[src/rtl/gpio_apb_bank_if.sv]
// APB bus bundle between the SPI-to-APB bridge (master) and one GPIO bank
// (slave). Pins, clock and reset are carried as plain module ports.
interface gpio_apb_bank_if #(
  parameter int DATA_WIDTH = 8,
  parameter int ADDR_WIDTH = 3
);
  logic                  psel;
  logic                  penable;
  logic                  pwrite;
  logic [ADDR_WIDTH-1:0] paddr;
  logic [DATA_WIDTH-1:0] pwdata;
  logic [DATA_WIDTH-1:0] prdata;
  logic                  pready;
  logic                  pslverr;

  modport master (
    output psel, penable, pwrite, paddr, pwdata,
    input  prdata, pready, pslverr
  );

  modport slave (
    input  psel, penable, pwrite, paddr, pwdata,
    output prdata, pready, pslverr
  );
endinterface

[src/rtl/gpio_apb_bank.sv]
// gpio_apb_bank: APB responder for one bank of GPIO pins.
// Registers: 0 DIR, 1 OUT, 2 IN (read-only), 3 IRQ_EN, 4 IRQ_STAT (W1C),
// 5 IRQ_POL (1 = rising, 0 = falling); 6 and 7 reserved (error response).
// Optional build macro: GPIO_BANK_WAIT_EN inserts one wait cycle per access
// and captures read data at the end of that wait cycle.
module gpio_apb_bank #(
  parameter int DATA_WIDTH = 8,
  parameter int ADDR_WIDTH = 3
) (
  input  logic                  clk,
  input  logic                  reset,
  gpio_apb_bank_if.slave        apb,
  input  logic [DATA_WIDTH-1:0] gpio_in,
  output logic [DATA_WIDTH-1:0] gpio_out,
  output logic [DATA_WIDTH-1:0] gpio_oe,
  output logic                  irq
);

  localparam logic [ADDR_WIDTH-1:0] A_DIR  = ADDR_WIDTH'(0);
  localparam logic [ADDR_WIDTH-1:0] A_OUT  = ADDR_WIDTH'(1);
  localparam logic [ADDR_WIDTH-1:0] A_IN   = ADDR_WIDTH'(2);
  localparam logic [ADDR_WIDTH-1:0] A_IEN  = ADDR_WIDTH'(3);
  localparam logic [ADDR_WIDTH-1:0] A_STAT = ADDR_WIDTH'(4);
  localparam logic [ADDR_WIDTH-1:0] A_POL  = ADDR_WIDTH'(5);

  typedef enum logic [1:0] {
`ifdef GPIO_BANK_WAIT_EN
    ST_WAIT   = 2'd2,
`endif
    ST_IDLE   = 2'd0,
    ST_ACCESS = 2'd1
  } state_t;

  state_t state_q, state_d;

  // Transfer context latched in the setup cycle
  logic [ADDR_WIDTH-1:0] addr_q, addr_d;
  logic                  write_q, write_d;
  logic                  err_q, err_d;
  logic [DATA_WIDTH-1:0] prdata_q, prdata_d;

  // Register file
  logic [DATA_WIDTH-1:0] dir_q;
  logic [DATA_WIDTH-1:0] out_q;
  logic [DATA_WIDTH-1:0] ien_q;
  logic [DATA_WIDTH-1:0] pol_q;
  logic [DATA_WIDTH-1:0] stat_q, stat_d;
  logic                  irq_q;

  // Input synchronizer (s1, s2) and edge history (s3)
  logic [DATA_WIDTH-1:0] s1_q, s2_q, s3_q;

  logic [DATA_WIDTH-1:0] edge_set;
  logic [DATA_WIDTH-1:0] w1c_mask;
  logic [ADDR_WIDTH-1:0] rd_addr;
  logic [DATA_WIDTH-1:0] rd_val;
  logic                  setup;
  logic                  setup_err;
  logic                  pready_c;
  logic                  commit;

  assign setup = apb.psel & ~apb.penable;

  // Reserved slots always error; IN is read-only so a write to it errors too
  assign setup_err = (apb.paddr > A_POL) || (apb.pwrite && (apb.paddr == A_IN));

  // Read mux: in IDLE the live bus address is used (capture at setup),
  // otherwise the latched address (capture at the end of the wait cycle)
  always_comb begin
    rd_addr = (state_q == ST_IDLE) ? apb.paddr : addr_q;
    rd_val  = '0;
    case (rd_addr)
      A_DIR:   rd_val = dir_q;
      A_OUT:   rd_val = out_q;
      A_IN:    rd_val = s2_q;
      A_IEN:   rd_val = ien_q;
      A_STAT:  rd_val = stat_q;
      A_POL:   rd_val = pol_q;
      default: rd_val = '0;
    endcase
  end

  // APB transfer FSM: next state, transfer context and commit strobe
  always_comb begin
    state_d  = state_q;
    addr_d   = addr_q;
    write_d  = write_q;
    err_d    = err_q;
    prdata_d = prdata_q;
    pready_c = 1'b0;
    commit   = 1'b0;
    case (state_q)
      ST_IDLE: begin
        if (setup) begin
          addr_d  = apb.paddr;
          write_d = apb.pwrite;
          err_d   = setup_err;
`ifdef GPIO_BANK_WAIT_EN
          state_d = ST_WAIT;
`else
          prdata_d = rd_val;
          state_d  = ST_ACCESS;
`endif
        end
      end
`ifdef GPIO_BANK_WAIT_EN
      ST_WAIT: begin
        if (!apb.psel) begin
          state_d = ST_IDLE;
        end else begin
          prdata_d = rd_val;
          state_d  = ST_ACCESS;
        end
      end
`endif
      ST_ACCESS: begin
        if (!apb.psel) begin
          state_d = ST_IDLE;
        end else begin
          pready_c = 1'b1;
          commit   = write_q & ~err_q;
          state_d  = ST_IDLE;
        end
      end
      default: state_d = ST_IDLE;
    endcase
  end

  // FSM state and transfer context registers
  always_ff @(posedge clk or posedge reset) begin
    if (reset) begin
      state_q  <= ST_IDLE;
      addr_q   <= '0;
      write_q  <= 1'b0;
      err_q    <= 1'b0;
      prdata_q <= '0;
    end else begin
      state_q  <= state_d;
      addr_q   <= addr_d;
      write_q  <= write_d;
      err_q    <= err_d;
      prdata_q <= prdata_d;
    end
  end

  // Per-pin edge detect; IRQ_POL picks which edge sets the status bit
  generate
    for (genvar gi = 0; gi < DATA_WIDTH; gi++) begin : g_edge
      assign edge_set[gi] = pol_q[gi] ? ( s2_q[gi] & ~s3_q[gi])
                                      : (~s2_q[gi] &  s3_q[gi]);
    end
  endgenerate

  // Status update: a same-cycle edge set overrides the W1C clear
  always_comb begin
    w1c_mask = (commit && (addr_q == A_STAT)) ? apb.pwdata : '0;
    stat_d   = (stat_q & ~w1c_mask) | edge_set;
  end

  // Pin synchronizer and edge history
  always_ff @(posedge clk or posedge reset) begin
    if (reset) begin
      s1_q <= '0;
      s2_q <= '0;
      s3_q <= '0;
    end else begin
      s1_q <= gpio_in;
      s2_q <= s1_q;
      s3_q <= s2_q;
    end
  end

  // Register writes commit at the end of the pready cycle
  always_ff @(posedge clk or posedge reset) begin
    if (reset) begin
      dir_q  <= '0;
      out_q  <= '0;
      ien_q  <= '0;
      pol_q  <= '0;
      stat_q <= '0;
    end else begin
      stat_q <= stat_d;
      if (commit) begin
        case (addr_q)
          A_DIR:   dir_q <= apb.pwdata;
          A_OUT:   out_q <= apb.pwdata;
          A_IEN:   ien_q <= apb.pwdata;
          A_POL:   pol_q <= apb.pwdata;
          default: ;
        endcase
      end
    end
  end

  // Level interrupt, one cycle behind status/enable
  always_ff @(posedge clk or posedge reset) begin
    if (reset) begin
      irq_q <= 1'b0;
    end else begin
      irq_q <= |(stat_q & ien_q);
    end
  end

  assign apb.prdata  = prdata_q;
  assign apb.pready  = pready_c;
  assign apb.pslverr = pready_c & err_q;
  assign gpio_oe     = dir_q;
  assign gpio_out    = out_q & dir_q;
  assign irq         = irq_q;

endmodule
[src/flat_wrapper.sv]
// flat-port wrapper written by rule: the top's interface ports become plain ports
module gpio_apb_bank_flat 
#(
  parameter int DATA_WIDTH = 8,
  parameter int ADDR_WIDTH = 3
)
  (clk, reset, gpio_in, gpio_out, gpio_oe, irq, apb_psel, apb_penable, apb_pwrite, apb_paddr, apb_pwdata, apb_prdata, apb_pready, apb_pslverr);
  gpio_apb_bank_if #(.DATA_WIDTH(DATA_WIDTH), .ADDR_WIDTH(ADDR_WIDTH)) apb_i ();
  input  logic clk;
  input  logic reset;
  input  logic [DATA_WIDTH-1:0] gpio_in;
  output logic [DATA_WIDTH-1:0] gpio_out;
  output logic [DATA_WIDTH-1:0] gpio_oe;
  output logic irq;
  input wire logic [$bits(apb_i.psel)-1:0] apb_psel;
  input wire logic [$bits(apb_i.penable)-1:0] apb_penable;
  input wire logic [$bits(apb_i.pwrite)-1:0] apb_pwrite;
  input wire logic [$bits(apb_i.paddr)-1:0] apb_paddr;
  input wire logic [$bits(apb_i.pwdata)-1:0] apb_pwdata;
  output wire logic [$bits(apb_i.prdata)-1:0] apb_prdata;
  output wire logic [$bits(apb_i.pready)-1:0] apb_pready;
  output wire logic [$bits(apb_i.pslverr)-1:0] apb_pslverr;
  assign apb_i.psel = apb_psel;
  assign apb_i.penable = apb_penable;
  assign apb_i.pwrite = apb_pwrite;
  assign apb_i.paddr = apb_paddr;
  assign apb_i.pwdata = apb_pwdata;
  assign apb_prdata = apb_i.prdata;
  assign apb_pready = apb_i.pready;
  assign apb_pslverr = apb_i.pslverr;
  gpio_apb_bank #(.DATA_WIDTH(DATA_WIDTH), .ADDR_WIDTH(ADDR_WIDTH)) u_core (.clk(clk), .reset(reset), .apb(apb_i), .gpio_in(gpio_in), .gpio_out(gpio_out), .gpio_oe(gpio_oe), .irq(irq));
endmodule
[config.mk]
export PLATFORM = sky130hd
export DESIGN_NAME = gpio_apb_bank_flat
export DESIGN_NICKNAME = d
export VERILOG_FILES = /design/src/rtl/gpio_apb_bank_if.sv /design/src/rtl/gpio_apb_bank.sv /design/src/flat_wrapper.sv
export SDC_FILE = /design/constraint.sdc
export NUM_CORES = 1
export LEC_CHECK = 0
export BUFFER_PORTS_ARGS = -buffer_cell sky130_fd_sc_hd__clkbuf_2
export CORE_UTILIZATION = 35
export CTS_BUF_LIST = sky130_fd_sc_hd__clkbuf_4 sky130_fd_sc_hd__clkbuf_8
export CTS_CLUSTER_SIZE = 10
export DETAILED_ROUTE_END_ITERATION = 16
export GPL_TIMING_DRIVEN = 0
export PLACE_DENSITY = 0.56
export SLEW_MARGIN = 15
export SYNTH_ARGS = -nofsm -noshare
export SYNTH_HDL_FRONTEND = slang
export SYNTH_SLANG_ARGS = --single-unit
[constraint.sdc]
create_clock -name clk -period 8.35 [get_ports clk]
set_input_delay 2.505 -clock clk [delete_from_list [all_inputs] [get_ports clk]]
set_output_delay 2.505 -clock clk [all_outputs]
set_load 0.01 [all_outputs]
==> results.md, run 1 <==
- For this run, the slowest stage of the critical path takes 0.17 ns.
- The signal on the critical path passes through clkbuf_2 -> and3_1 -> clkbuf_2.
- The placed wire-length estimate after detailed placement is 5.912 mm.
- The maximum buffer depth of the clock tree is 2.
- The proportion of register bits with asynchronous set or reset after synthesis is 100.0%.
- The first-iteration detailed-routing DRC count is 179.
- After synthesis, the cell types taking the most area are dfrtp_1, mux2_2, mux2_1.
- In this run the remaining antenna-violating nets after routing total 0.
- The global-route layer with the greatest usage is met2.
- The number of max-slew violations in the final report is 0.
- Synthesis produced a netlist whose cell count is 291.
- The kind of critical path is input pin to primary output.
- Measured on the finished design, the core utilization comes to 42.70%.
- The number of endpoints with negative hold slack in the final report is 0.
- The width of the chip is 102.1 um.
- The number of sinks driven by the clock tree is 79.
- The portion of the post-synthesis area used by sequential elements is 56.41%.
- The synthesized design contains 0 enable-type register cells.
- The area growth from synthesis to layout is 18.53%.
- The synthesized netlist contains 51 unique library cells.
- The buffering stage count on the worst path with inverters included is 2.
- In this run the clock root is driven by a clkbuf_8.
- The via count is 2494.
- Of the cells placed in the final design, the portion with a size suffix greater than 1 is 31.18%.
- The portion of synthesized cell area occupied by the leading cell type is 56.41%.
- Max-cap violations in this run came to 0.
- Using the TritonRoute via totals, the vias-per-cell ratio works out to 5.100.
- The routability congestion estimate is 0.8212.
- For this run the aggregate overflow at the end of global routing stands at 0.
- The final clock period utilization by the worst path is 64.70%.
- The number of storage elements in the synthesis netlist is 79.
- Global routing used 28.34% of the available met2 tracks.
- The floorplan has 36 rows.
- Final hold analysis gives a worst-case slack of 0.3505 ns.
- Summed over all cells, the static leakage comes to 1.904 nW.
- In this run, post-CTS repair resized a total of 0 instances.
- The total routed wirelength is 8.568 mm.
- In the global route stage, met3 resource usage came out at 4.378%.
- The H-tree depth reported by CTS is 3.
- The all-layer global routing usage is 18.20%.
- The number of antenna diodes in the final layout is 0.
- The number of filler cells placed in the layout is 987.
- The data required time at the worst endpoint is 5.85 ns.
- The TritonCTS buffer count is 9.
- The total nets after synthesis is 315.
- The sort of element at the end of the critical path is a primary output.
- The count of buffers added on input and output ports is 49.
- The library cell appearing most often on the critical path is clkbuf_2.
- The most common cell in the synthesized netlist is dfrtp_1.
- After detailed routing, the number of remaining DRC violations is 0.
- In the final routed layout, each cell accounts on average for 17.52 um.
- The height of the chip is 102.1 um.
- dfrtp_1 takes more of the synthesized area than any other cell.
- The routed design could run at a clock period as short as 5.402 ns.
- The initial antenna violation count is 0.
- For this run, the leading register cell type out of synthesis is dfrtp_1.
- Global routing consumed, on the met1 layer, 25.16% of the routing resources.
- At the pin with the least slew margin, the transition time is 0.8287 ns.
- For this design the ratio of total power to cell area is 222.2 nW/um2.
- The worst slew margin relative to its limit is 44.45%.
- Static timing analysis puts the maximum clock frequency at 185.1 MHz.
- The area of placed instances is 3939 um2.
- The total number of nets in the final design is 376.
- Setup total negative slack on the finished layout was measured at 0 ns.
- The first global-routing pass estimated 13.79 mm of wire.
- VDD sags by at most 86.91 uV.
- The count of pins on the block boundary is 51.
- The number of iterations in the first detailed-routing pass is 4.
- The number of global-route vias before repair is 2448.
- After synthesis, the most frequently instantiated cells are dfrtp_1, nand2_1, nor2_1.
- The final number of setup-violating endpoints is 0.
- Setup repair after global routing left no endpoint under its margin.
- Data on the critical path arrives at its endpoint at 2.90 ns.
- The number of warnings printed during yosys synthesis is 0.
- Entering global routing, the biggest net connects 48 pins.
- The clock slew seen by the registers of the worst setup and hold paths is 0.08 ns.
- The floorplan step defined a core boundary enclosing 9729 um2.
- Clock latency on the worst-skew pair, taken at its later pin, is 0.35 ns.
- Buffers added to address setup during post-CTS repair amount to 0.
- TritonCTS built the clock tree.
- The maximum fanout count along the critical path is 4.
- The die outline area is 10420 um2.
- The finished cells cover 4154 um2.
- The cell family contributing the most delay on the critical path is buffers and inverters.
- For this configuration, the core starts out at a cell density of 36.02%.
- The post-synthesis area per instance is 12.04 um2.
- The total of hold buffers inserted after clock tree synthesis is 0.
- The worst clock skew is 0.009498 ns.
- The post-synthesis cell area is 3505 um2.
- The run finished with clean final reports.
- The min-delay analysis places its worst path in the category flop to flop.
- The launching element type of the critical path is an input pin.
- The slowest library cell on the worst path is and3_1.
logic make-up after synthesis:
family / share of synthesized area [%]
mux: 13.85
simple gates: 15.46
buf+inv: 2.285
flops: 56.41
compound gates: 12.00
report_power, final:
part	leakage (nW)	internal [W]	switching (W)	total [W]
logic	0.824	0.0000683	0.0000790	0.000147
registers	0.967	0.000426	0.0000379	0.000464
clock network	0.113	0.000177	0.000134	0.000312
total	1.90	0.000672	0.000251	0.000923
final timing paths:
kind                                              endpoint  slack [ns]                    startpoint  cells after the start
min in group asynchronous         u_core.s1_q[4]$_DFF_PP0_        2.21                         reset                      2
worst min-delay path              u_core.s2_q[1]$_DFF_PP0_        0.35      u_core.s1_q[1]$_DFF_PP0_                      0
max in group asynchronous         u_core.s2_q[0]$_DFF_PP0_        5.55                         reset                      3
worst max register to register  u_core.stat_q[5]$_DFF_PP0_        6.29  u_core.addr_q[1]$_DFFE_PP0P_                      4
worst min register to register    u_core.s2_q[1]$_DFF_PP0_        0.35      u_core.s1_q[1]$_DFF_PP0_                      0
worst max-delay path                           apb_pslverr        2.95                      apb_psel                      3
per-stage QoR:
step	setup WS (ns)	power, W	instances
floorplan	3.150	0.0005559	291
CTS	2.946	0.0009330	489
global route	2.927	0.0009739	489
detailed placement	2.947	0.0006211	474
global placement	2.830	0.0006152	473
finish	2.948	0.0009232	489
placed cells by master (no fill, tap or decap), types with 4 or more instances in the layout:
cell type,count
and2_1,11
o21ai_0,7
dfrtp_1,79
a32oi_1,5
clkbuf_8,10
mux2_2,23
a221o_1,7
a22oi_1,4
nand3_1,4
buf_2,7
nand2_1,38
clkbuf_2,49
a31oi_1,5
nor2_1,24
mux2_1,15
per-layer routing:
| layer | up-vias | share of wire, % |
|---|---|---|
| li1 | 1172 | - |
| met1 | 1263 | 48 |
| met2 | 51 | 46 |
| met3 | 8 | 4.4 |
| met4 | 0 | 1.2 |
| met5 | - | 0 |
cell type report:
cell class	count	area [um2]	area share [%]
Buffer	12	68.82	1.657
Clock buffer	11	145.1	3.494
Clock inverter	4	70.07	1.687
Inverter	3	13.76	0.3313
Multi-Input combinational cell	197	1448	34.85
Sequential cell	79	1977	47.59
Tap cell	133	166.4	4.006
Timing Repair Buffer	50	265.3	6.386
(Power assumes the default switching activity.)
==> run 2: changes to the inputs <==
Settings changed: ABC_AREA set to 1, PLACE_DENSITY 0.56 to 0.58.
Clock period 8.35 ns to 4.69 ns, I/O delays scaled along.
==> results.md, run 2 <==
- The H-tree depth reported by CTS came to 3 (unchanged).
- Counting instances in the post-synthesis netlist gives the leading cell types as nand2_1, dfrtp_1, inv_1, o21ai_0, nand4_1.
- The placeable core area is 9955 um2 (+2.3%).
- The final critical delay including setup and external delays is 3.232 ns.
- The via count is 2934 (+18%).
- The number of cells after detailed placement is 581 (+23%).
- The number of global-route vias before repair is 2785 (+14%).
- The total non-filler cell area in the finished layout is 4304 um2 (+3.6%).
- The worst slew margin relative to its limit is 69.64% (+25 points).
- The leading area contributor after synthesis is dfrtp_1.
- The total of hold buffers inserted after clock tree synthesis is 0 (unchanged).
- The number of max-slew violations in the final report came to 0 (unchanged).
- The number of warnings printed during yosys synthesis is 0 (unchanged).
- The combinational group share of total power was 17.5% (+1.5 points).
- The worst clock skew is 0.01591 ns (+0.006417 ns).
- The slew at the pin with the worst max-slew slack came to 0.4554 ns (-0.3734 ns).
- The depth of the worst register-to-register path is 6 (+2).
- The number of enable flip-flop cells after synthesis is 0 (unchanged).
- The first-iteration detailed-routing DRC count is 184 (+2.8%).
- The placed wire-length estimate after detailed placement was 6.180 mm (+4.5%).
- The fraction of power spent switching nets is 31.40% (+4.2 points).
- The total nets after synthesis is 421 (+34%).
- The data required time at the worst endpoint is 3.28 ns (-2.57 ns).
- In the layout the commonest cells are nand2_1, dfrtp_1, clkbuf_2, o21ai_0.
- The main flop type after synthesis is dfrtp_1.
- The starting utilization of the core area came to 36.71% (+0.69 points).
- The final number of setup-violating endpoints is 0 (unchanged).
- The post-synthesis area per instance is 9.206 um2 (-24%).
- The floorplan row count is 36 (unchanged).
- The kind of critical path is input pin to primary output.
- The height of the chip came to 104.2 um (+2.1%).
- The data arrival time at the worst-slack endpoint is 1.83 ns (-1.07 ns).
- The area of placed instances came to 4101 um2 (+4.1%).
- The clock slew seen by the registers of the worst setup and hold paths is 0.08 ns (about the same).
- The remaining antenna violation count after routing was 0 (unchanged).
- The maximum clock frequency is 309.4 MHz.
- The number of I/O port buffers is 50 (+2.0%).
- The clock latency at the later pin of the worst-skew pair is 0.36 ns (about the same).
- Sorting the synthesized cells by area gives the leading types as dfrtp_1, nand2_1, nand4_1.
- The ratio of cells with drive above 1 in the final layout came to 25.22% (-6.0 points).
- Dividing the final minimum period by the clock period gives 68.91%.
- The total number of nets in the final design came to 483 (+28%).
- The leakage power figure is 2.162 nW (+14%).
- The maximum buffer depth of the clock tree was 2 (unchanged).
- The final hold slack came to 0.3538 ns (+0.003341 ns).
- The proportion of register bits with asynchronous set or reset after synthesis came to 100.0% (unchanged).
- The final design utilization is 43.24% (+0.54 points).
- The share of power burned in the clock network is 32.0% (-1.7 points).
- The via density per instance is 4.915 (-3.6%).
- The worst voltage drop across the vdd grid is 116.5 uV (+34%).
- The residual DRC count is 0 (unchanged).
- The post-cts resize count was 0 (unchanged).
- The number of library cell types mapped by synthesis is 27 (-47%).
- The TritonCTS clock tree is done.
- The count of pins on the block boundary was 51 (unchanged).
- The sequential power share is 50.5% (+0.2 points).
- Compared with the post-synthesis result, the final layout area differs by 17.77%.
- The launching element type of the critical path is an input pin.
- The filler-free cell count of the finished design is 597 (+22%).
- The number of buffers inserted by post-CTS setup repair is 0 (unchanged).
- The antenna diode instance count is 0 (unchanged).
- The startpoint of the most critical register-to-register path is u_core.state_q[0]$_DFFE_PP0P_.
- The initial antenna violation count is 0 (unchanged).
- The average wire per cell in the routed design is 14.20 um (-19%).
- The width of the chip came to 104.2 um (+2.1%).
- The all-layer global routing usage is 16.86% (-1.3 points).
- In this run the worst setup path terminates at apb_pslverr.
- The flow ran to the end, and the final reports show no timing, DRC or antenna violations.
- The most frequent standard cell in the layout excluding fill and tap cells is nand2_1.
- The number of sinks driven by the clock tree is 79 (unchanged).
- The capture instance of the worst register-to-register path is u_core.apb.prdata[2]$_DFFE_PP0P_.
- The die outline area is 10850 um2 (+4.2%).
- The number of iterations in the first detailed-routing pass is 5 (+1).
- The clock tree root driver cell is clkbuf_8.
- The routability congestion estimate is 0.8028 (-2.2%).
- The number of max-cap violations is 0 (unchanged).
- The post-synthesis cell area is 3655 um2 (+4.3%).
- The internal power consumption is 0.001117 W (+66%).
- The synthesized instance count is 397 (+36%).
- The worst hold path belongs to the class flop to flop.
- The pin count of the biggest net entering global routing is 58 (+21%).
- In this run the worst setup path begins at apb_psel.
- The register-to-register setup slack is 2.93 ns (-3.36 ns).
- The portion of synthesized cell area occupied by the leading cell type was 54.09% (-2.3 points).
- The maximum fanout count along the critical path is 3 (-1).
- The power density of the placed cells is 378.4 nW/um2 (+70%).
- The wire length of the first global-routing pass is 14.32 mm (+3.8%).
- The number of storage elements in the synthesis netlist is 79 (unchanged).
- The number of endpoints with negative hold slack in the final report came to 0 (unchanged).
- The sort of element at the end of the critical path is a primary output.
- The most common cell in the synthesized netlist is nand2_1.
- The total routed wirelength is 8.476 mm (-1.1%).
- The portion of the post-synthesis area used by sequential elements is 54.09% (-2.3 points).
- The accumulated negative setup slack is 0 ns (unchanged).
- The TritonCTS buffer count came to 9 (unchanged).
- The total congestion overflow was 0 (unchanged).
- The switching power is 0.0005114 W (+100%).
- Setup repair after global routing left no endpoint under its margin.
==> run 2: cell count changes after synthesis, moves of 6 or more <==
| cell | change |
|---|---|
| mux2_2 | -23 |
| o21ai_0 | +27 |
| and2_1 | -11 |
| nand3_2 | +6 |
| nand2_1 | +67 |
| o211ai_1 | +7 |
| nand4_1 | +32 |
| or2_2 | +7 |
| mux2_1 | -15 |
| o21ai_1 | +9 |
| inv_1 | +31 |
| a221o_1 | -7 |
==> run 2: per-layer routing <==
metal | GRT usage (%) | part of all wire (%)
met5 | 0 | 0
met4 | 6.735 | 1.9
met3 | 2.945 | 4.7
met2 | 26.19 | 46
met1 | 23.36 | 47
==> run 2: critical path, stage by stage <==
cell and delay [ns]:
clkbuf_2 0.12, nand2_4 0.08, nor2_1 0.09, clkbuf_2 0.13
==> run 2: how the worst min path moves through the flow <==
stage,start,endpoint,slack [ns],cells past startpoint
after global placement,u_core.s1_q[2]$_DFF_PP0_,u_core.s2_q[2]$_DFF_PP0_,0.33,0
after CTS,u_core.s1_q[2]$_DFF_PP0_,u_core.s2_q[2]$_DFF_PP0_,0.36,0
after floorplan,u_core.s1_q[0]$_DFF_PP0_,u_core.s2_q[0]$_DFF_PP0_,0.33,0
after global routing,u_core.s1_q[1]$_DFF_PP0_,u_core.s2_q[1]$_DFF_PP0_,0.37,0
final,u_core.s1_q[4]$_DFF_PP0_,u_core.s2_q[4]$_DFF_PP0_,0.35,0
after detailed placement,u_core.s1_q[1]$_DFF_PP0_,u_core.s2_q[1]$_DFF_PP0_,0.33,0
==> run 2: power by group through the flow <==
| stage | logic [W] | registers [W] | clock network (W) |
|---|---|---|---|
| final | 0.000285 | 0.000823 | 0.000521 |
| after CTS | 0.000288 | 0.000823 | 0.000538 |
| after global routing | 0.000321 | 0.000834 | 0.000577 |
| after detailed placement | 0.000288 | 0.000837 | 0 |
| after floorplan | 0.000178 | 0.000836 | 0 |
| after global placement | 0.000280 | 0.000834 | 0 |
==> run 2: cell families after synthesis <==
| logic type | Yosys count | share of synthesized area (%) |
|---|---|---|
| AOI/OAI and AO/OA | 63 | 9.825 |
| buffers and inverters | 54 | 7.326 |
| DFF | 79 | 54.09 |
| and+or+nand+nor | 201 | 28.76 |
==> run 2: layout make-up <==
cell class              count  area (um2)
clock inverters             7       78.83
clock buffers               9       123.9
repair buffers             51       277.8
fillers                   978        5650
multi-input cells         264        1410
flip-flops and latches     79        1977
plain buffers              16       125.1
inverters                  38       145.1
well taps                 133       166.4
==> run 2: through the flow <==
| step | setup slack, ns | total power [W] |
|---|---|---|
| 3_5_place_dp | 1.454 | 0.001124 |
| 6_report | 1.458 | 0.001629 |
| 3_3_place_gp | 0.1873 | 0.001114 |
| 4_1_cts | 1.450 | 0.001649 |
| 5_1_grt | 1.426 | 0.001732 |
| 2_1_floorplan | 1.260 | 0.001015 |
